File: config.mk
export PLATFORM = sky130hd
export DESIGN_NAME = multicycle_control_unit
export DESIGN_NICKNAME = d
export VERILOG_FILES = /design/src/rtl/multicycle_control_unit.sv
export SDC_FILE = /design/constraint.sdc
export NUM_CORES = 1
export LEC_CHECK = 0
export ABC_AREA = 1
export CORE_UTILIZATION = 41
export CTS_CLUSTER_DIAMETER = 40
export CTS_CLUSTER_SIZE = 24
export DETAILED_ROUTE_END_ITERATION = 8
export PLACE_DENSITY = 0.89
export SYNTH_ARGS = -nofsm -noshare
export SYNTH_HDL_FRONTEND = slang
export SYNTH_SLANG_ARGS = --single-unit
export TNS_END_PERCENT = 5
File: constraint.sdc
create_clock -name clk -period 3.4 [get_ports clk]
set_input_delay 0.34 -clock clk [delete_from_list [all_inputs] [get_ports clk]]
set_output_delay 0.34 -clock clk [all_outputs]
set_load 0.05 [all_outputs]
File: src/rtl/multicycle_control_unit.sv
// Multicycle control unit for the ARM-subset calculator core.
// An instruction walks a FETCH/DECODE/execute FSM over 3-5 states (plus memory
// wait cycles). Only the state and the NZCV flag set are registered; all datapath
// enables and mux selects are Mealy outputs of state, instruction fields and flags.
module multicycle_control_unit #(
   parameter int ALU_CTRL_W = 2,
   parameter bit HANDSHAKE  = 1'b1
) (
   input  logic                  clk,
   input  logic                  rst,
   input  logic [3:0]            cond,
   input  logic [1:0]            op,
   input  logic [5:0]            funct,
   input  logic [3:0]            rd,
   input  logic [3:0]            alu_flags,
   input  logic                  mem_ready,
   output logic                  mem_req,
   output logic                  ir_write,
   output logic                  adr_src,
   output logic                  alu_src_a,
   output logic [1:0]            alu_src_b,
   output logic [1:0]            result_src,
   output logic [1:0]            imm_src,
   output logic [1:0]            reg_src,
   output logic [ALU_CTRL_W-1:0] alu_control,
   output logic                  pc_write,
   output logic                  reg_write,
   output logic                  mem_write,
   output logic [3:0]            flags,
   output logic [3:0]            state
);

   typedef enum logic [3:0] {
      FETCH  = 4'd0,
      DECODE = 4'd1,
      MEMADR = 4'd2,
      MEMRD  = 4'd3,
      MEMWB  = 4'd4,
      MEMWR  = 4'd5,
      EXECR  = 4'd6,
      EXECI  = 4'd7,
      ALUWB  = 4'd8,
      BRANCH = 4'd9
   } state_t;

   localparam logic [ALU_CTRL_W-1:0] ALU_ADD = ALU_CTRL_W'(0);
   localparam logic [ALU_CTRL_W-1:0] ALU_SUB = ALU_CTRL_W'(1);
   localparam logic [ALU_CTRL_W-1:0] ALU_AND = ALU_CTRL_W'(2);
   localparam logic [ALU_CTRL_W-1:0] ALU_ORR = ALU_CTRL_W'(3);
   localparam logic [ALU_CTRL_W-1:0] ALU_EOR = (ALU_CTRL_W >= 3) ? ALU_CTRL_W'(4) : ALU_CTRL_W'(0);

   state_t                  state_reg, state_next;
   logic [3:0]              flags_reg, flags_next;
   logic                    cond_ex;
   logic                    accept;
   logic                    dp_ok, dp_cmp, dp_arith;
   logic [ALU_CTRL_W-1:0]   dp_ctrl;
   logic                    flag_n, flag_z, flag_c, flag_v;

   // Without the handshake every memory access is taken to finish in one cycle.
   assign accept = HANDSHAKE ? mem_ready : 1'b1;

   assign flag_n = flags_reg[3];
   assign flag_z = flags_reg[2];
   assign flag_c = flags_reg[1];
   assign flag_v = flags_reg[0];

   assign flags = flags_reg;
   assign state = state_reg;

   // Condition evaluation against the registered flags.
   always_comb begin
      cond_ex = 1'b0;
      case (cond)
         4'b0000: cond_ex = flag_z;
         4'b0001: cond_ex = ~flag_z;
         4'b0010: cond_ex = flag_c;
         4'b0011: cond_ex = ~flag_c;
         4'b0100: cond_ex = flag_n;
         4'b0101: cond_ex = ~flag_n;
         4'b0110: cond_ex = flag_v;
         4'b0111: cond_ex = ~flag_v;
         4'b1000: cond_ex = flag_c & ~flag_z;
         4'b1001: cond_ex = ~flag_c | flag_z;
         4'b1010: cond_ex = (flag_n == flag_v);
         4'b1011: cond_ex = (flag_n != flag_v);
         4'b1100: cond_ex = ~flag_z & (flag_n == flag_v);
         4'b1101: cond_ex = flag_z | (flag_n != flag_v);
         4'b1110: cond_ex = 1'b1;
         default: cond_ex = 1'b0;
      endcase
   end

   // Data-processing command decode; EOR and CMP exist only with a 3-bit ALU control.
   always_comb begin
      dp_ok    = 1'b1;
      dp_cmp   = 1'b0;
      dp_arith = 1'b0;
      dp_ctrl  = ALU_ADD;
      case (funct[4:1])
         4'b0100: dp_arith = 1'b1;
         4'b0010: begin dp_ctrl = ALU_SUB; dp_arith = 1'b1; end
         4'b0000: dp_ctrl = ALU_AND;
         4'b1100: dp_ctrl = ALU_ORR;
         4'b0001: begin
            if (ALU_CTRL_W >= 3) dp_ctrl = ALU_EOR;
            else                 dp_ok   = 1'b0;
         end
         4'b1010: begin
            if (ALU_CTRL_W >= 3) begin
               dp_ctrl  = ALU_SUB;
               dp_cmp   = 1'b1;
               dp_arith = 1'b1;
            end else begin
               dp_ok = 1'b0;
            end
         end
         default: dp_ok = 1'b0;
      endcase
   end

   // Flag update on the edge that leaves an execute state; C/V only for arithmetic.
   always_comb begin
      flags_next = flags_reg;
      if ((state_reg == EXECR || state_reg == EXECI) && dp_ok &&
          (funct[0] || dp_cmp) && cond_ex) begin
         flags_next[3:2] = alu_flags[3:2];
         if (dp_arith) flags_next[1:0] = alu_flags[1:0];
      end
   end

   // State and flag registers; reset abandons any instruction in flight.
   always_ff @(posedge clk or posedge rst) begin
      if (rst) begin
         state_reg <= FETCH;
         flags_reg <= 4'b0000;
      end else begin
         state_reg <= state_next;
         flags_reg <= flags_next;
      end
   end

   // Next-state and Mealy output decode.
   always_comb begin
      state_next  = state_reg;
      mem_req     = 1'b0;
      ir_write    = 1'b0;
      adr_src     = 1'b0;
      alu_src_a   = 1'b0;
      alu_src_b   = 2'b00;
      result_src  = 2'b00;
      imm_src     = 2'b00;
      reg_src     = 2'b00;
      alu_control = ALU_ADD;
      pc_write    = 1'b0;
      reg_write   = 1'b0;
      mem_write   = 1'b0;
      case (state_reg)
         FETCH: begin
            mem_req    = 1'b1;
            alu_src_a  = 1'b1;
            alu_src_b  = 2'b10;
            result_src = 2'b10;
            // Gating with rst keeps every write enable low while reset is held.
            ir_write   = accept & ~rst;
            pc_write   = accept & ~rst;
            if (accept) state_next = DECODE;
         end
         DECODE: begin
            alu_src_a = 1'b1;
            alu_src_b = 2'b10;
            case (op)
               2'b01:   state_next = MEMADR;
               2'b10:   state_next = BRANCH;
               2'b00:   state_next = funct[5] ? EXECI : EXECR;
               default: state_next = FETCH;
            endcase
         end
         MEMADR: begin
            alu_src_b  = 2'b01;
            imm_src    = 2'b01;
            state_next = funct[0] ? MEMRD : MEMWR;
         end
         MEMRD: begin
            mem_req = 1'b1;
            adr_src = 1'b1;
            if (accept) state_next = MEMWB;
         end
         MEMWB: begin
            result_src = 2'b01;
            reg_write  = cond_ex;
            state_next = FETCH;
         end
         MEMWR: begin
            mem_req    = 1'b1;
            adr_src    = 1'b1;
            reg_src[1] = 1'b1;
            mem_write  = cond_ex;
            if (accept) state_next = FETCH;
         end
         EXECR, EXECI: begin
            alu_src_b   = (state_reg == EXECI) ? 2'b01 : 2'b00;
            alu_control = dp_ctrl;
            state_next  = ALUWB;
         end
         ALUWB: begin
            if (dp_ok && !dp_cmp && cond_ex) begin
               reg_write = 1'b1;
               pc_write  = (rd == 4'd15);
            end
            state_next = FETCH;
         end
         BRANCH: begin
            imm_src    = 2'b10;
            reg_src[0] = 1'b1;
            alu_src_b  = 2'b01;
            result_src = 2'b10;
            pc_write   = cond_ex;
            state_next = FETCH;
         end
         default: state_next = FETCH;
      endcase
   end

endmodule

==> impl_metrics.csv <==
group,metric,value,unit
final_layout,diodes,0,
critical_path,cp_max_fo,10,
clock_network,clk_latency,250,ps
timing,slew_violations,0,
final_layout,num-nets-final,217,
synth,ys_seq_area_share,23.12,%
placement,routabilityCongestion,0.8734,
synth,synth_ff_type,"dfrtp_1",
floorplan,core,1982,sq um
clock_network,path_clk_slew,60,ps
clock_network,post_cts_resized,0,
timing,max_freq,0.3488,GHz
timing,period_minus_slack,2867,ps
critical_path,critPathRequiredTime,3060,ps
synth,ys.warnings.count,0,
critical_path,crit_chain,"clkdlybuf4s50_1 -> inv_2 -> nor3_1 -> nand2_1 -> nand2_2 -> nor2_4 -> nand2_4 -> nand4_1 -> nand2_1 -> clkdlybuf4s50_1",
clock_network,cts_sinks,8,
global_routing,grt_usage,24.01,%
timing,holdWs,378.1,ps
drt,ant_nets,0,
synth,ys_ff_latch,8,
power,p_leak,0.6394,nW
synth,yosysTopAreaCellShare,23.12,%
synth,synth_enable_flop_cells,0,
final_layout,drive_gt1_share,12.50,%
timing,slew_headroom,64.99,%
drt,vias,1130,
clock_network,cts_buffers,3,
final_layout,fillCellCount,163,
global_routing,grt_pass1_vias,960,
clock_network,htreeDepth,1,
drt,drtIter0Drc,40,
floorplan,start_util,43.69,%
clock_network,cts_tree,"done",
floorplan,io_pins,48,
placement,io_buffers,47,
clock_network,root_buffer,"clkbuf_4",
run,drv_cap,0,
power,powerDensity,751.6,nW/um^2
critical_path,crit_path_top_delay_cell,"clkdlybuf4s50_1",
drt,routed_via_density,5.160,
clock_network,clockBufferDepth,2,
synth,syn_inst,144,
synth,syn_area,865.8,sq um
final_layout,syn_to_final_growth,59.39,%
placement,pre_cts_ws,552.6,ps
critical_path,max_stage_delay,790,ps
final_layout,seq_area,200.2,sq um
hold_path,hp-class,"in -> async",
timing,grt_setup_unrepaired,"no",
global_routing,antenna_found_initial,0,
synth,synthTopCellsByArea,"dfrtp_1, nand2_1, nand3_1",
clock_network,post_cts_buffers,0,
run_status,status,"finished clean",
placement,place_area,1358,sq um
timing,fin_crit_sh,84.33,%
critical_path,endpoint_kind,"output pin",
floorplan,die_h,47.96,um
drt,drt_wl_total,2.624,mm
timing,layout_setup_ws,532.7,ps
synth,synth_cell_types,27,
timing,final-setup-viol-count,0,
final_layout,multiInputGateArea,566.8,sq um
clock_network,cts_hold_buf,0,
placement,dp.cells,216,
timing,setup_tns,0,ps
critical_path,crit_arrival,2530,ps
placement,hpwl,2.211,mm
global_routing,grt_pass1_wl,3.884,mm
drt,drtPass1Iterations,4,
floorplan,rows,16,
synth,postSynth.asyncResetShare,100.0,%
synth,synth_common_cells,"nand2_1, inv_1, nor2_1",
global_routing,grt_overflow,0,
synth,syn_nets,167,
final_layout,fin_cells,219,
synth,synth.most_common_cell,"nand2_1",
critical_path,start_kind,"input port",
synth,yosysTopAreaCell,"dfrtp_1",
floorplan,dieArea,2300,sq um
timing,fin_worst_skew,4.457,ps
power,ir_drop,752.2,uV
timing,worstMarginPinSlew,523.6,ps
drt,wl_per_cell,11.98,um
floorplan,die_w,47.96,um
global_routing,grt_max_degree,11,
drt,drc,0,
synth,syn_area_per_cell,6.013,sq um
final_layout,design_area,1380,sq um
timing,final_hold_viol_count,0,
critical_path,crit_type,"in -> out",
==> worst max-delay path: cells and delay by family <==
kind,cells,cell delay (ps)
and+or+nand+nor,7,700
buffers and inverters,3,1490
==> metal layers <==
metal	track usage (%)	part of all wire (%)
met5	0	0
met4	5.556	0.95
met3	4.528	7.2
met2	44.32	52
met1	28.44	40
==> metrics by stage <==
stage / power, W / utilization [%]
detailed placement: 0.0009594 / 68.50
floorplan: 0.0007078 / -
global placement: 0.0009460 / 68.50
global route: 0.001091 / 69.63
finish: 0.001037 / 69.63
CTS: 0.001034 / 69.63
==> cell type report <==
| class | count | area share, % |
|---|---|---|
| Inverter | 23 | 6.256 |
| Timing Repair Buffer | 47 | 34.09 |
| Clock buffer | 3 | 1.632 |
| Multi-Input combinational cell | 111 | 41.07 |
| Tap cell | 27 | 2.448 |
| Sequential cell | 8 | 14.51 |
==> worst paths after layout <==
| path | endpoint | slack [ps] | startpoint | cells past startpoint |
|---|---|---|---|---|
| min in group clk | flags[3]$_DFFE_PP0N_ | 550 | flags[3]$_DFFE_PP0N_ | 2 |
| worst min register to register | flags[3]$_DFFE_PP0N_ | 550 | flags[3]$_DFFE_PP0N_ | 2 |
| worst max register to register | state[2]$_DFFE_PP0P_ | 1880 | state[2]$_DFFE_PP0P_ | 6 |
| worst min-delay path | state[0]$_DFFE_PP0P_ | 380 | rst | 2 |
| worst max-delay path | pc_write | 530 | cond[3] | 10 |
| max in group asynchronous | flags[3]$_DFFE_PP0N_ | 2790 | rst | 2 |
==> kinds of logic after synthesis <==
family                 share of synthesized area, %
AO/OA/AOI/OAI                                 10.69
buffers and inverters                         11.41
flip-flops                                    23.12
AND/OR/NAND/NOR                               54.77
==> where the power goes <==
part           total (W)  leakage [nW]  switching, W  internal [W]
combinational   0.000794         0.518      0.000547      0.000247
clock          0.0000728        0.0138     0.0000324     0.0000404
sequential      0.000171         0.107     0.0000517      0.000119
==> layout by cell type, fill, tap and decap left out, types with 2 or more instances in the layout <==
| cell type | count |
|---|---|
| a21oi_2 | 2 |
| nor2_1 | 16 |
| inv_1 | 18 |
| nand3_2 | 2 |
| nor2_2 | 3 |
| clkdlybuf4s50_1 | 47 |
| nand2_2 | 4 |
| nor4_1 | 2 |
| nand4_1 | 3 |
| a21oi_1 | 5 |
| nor2_4 | 2 |
| dfrtp_1 | 8 |
| o221ai_1 | 2 |
| nand2_1 | 43 |
| nand3_1 | 14 |
| clkbuf_4 | 3 |
| nor3_1 | 4 |
| inv_2 | 4 |
| o21ai_0 | 2 |
No activity file was read; power rests on OpenSTA's default activity.
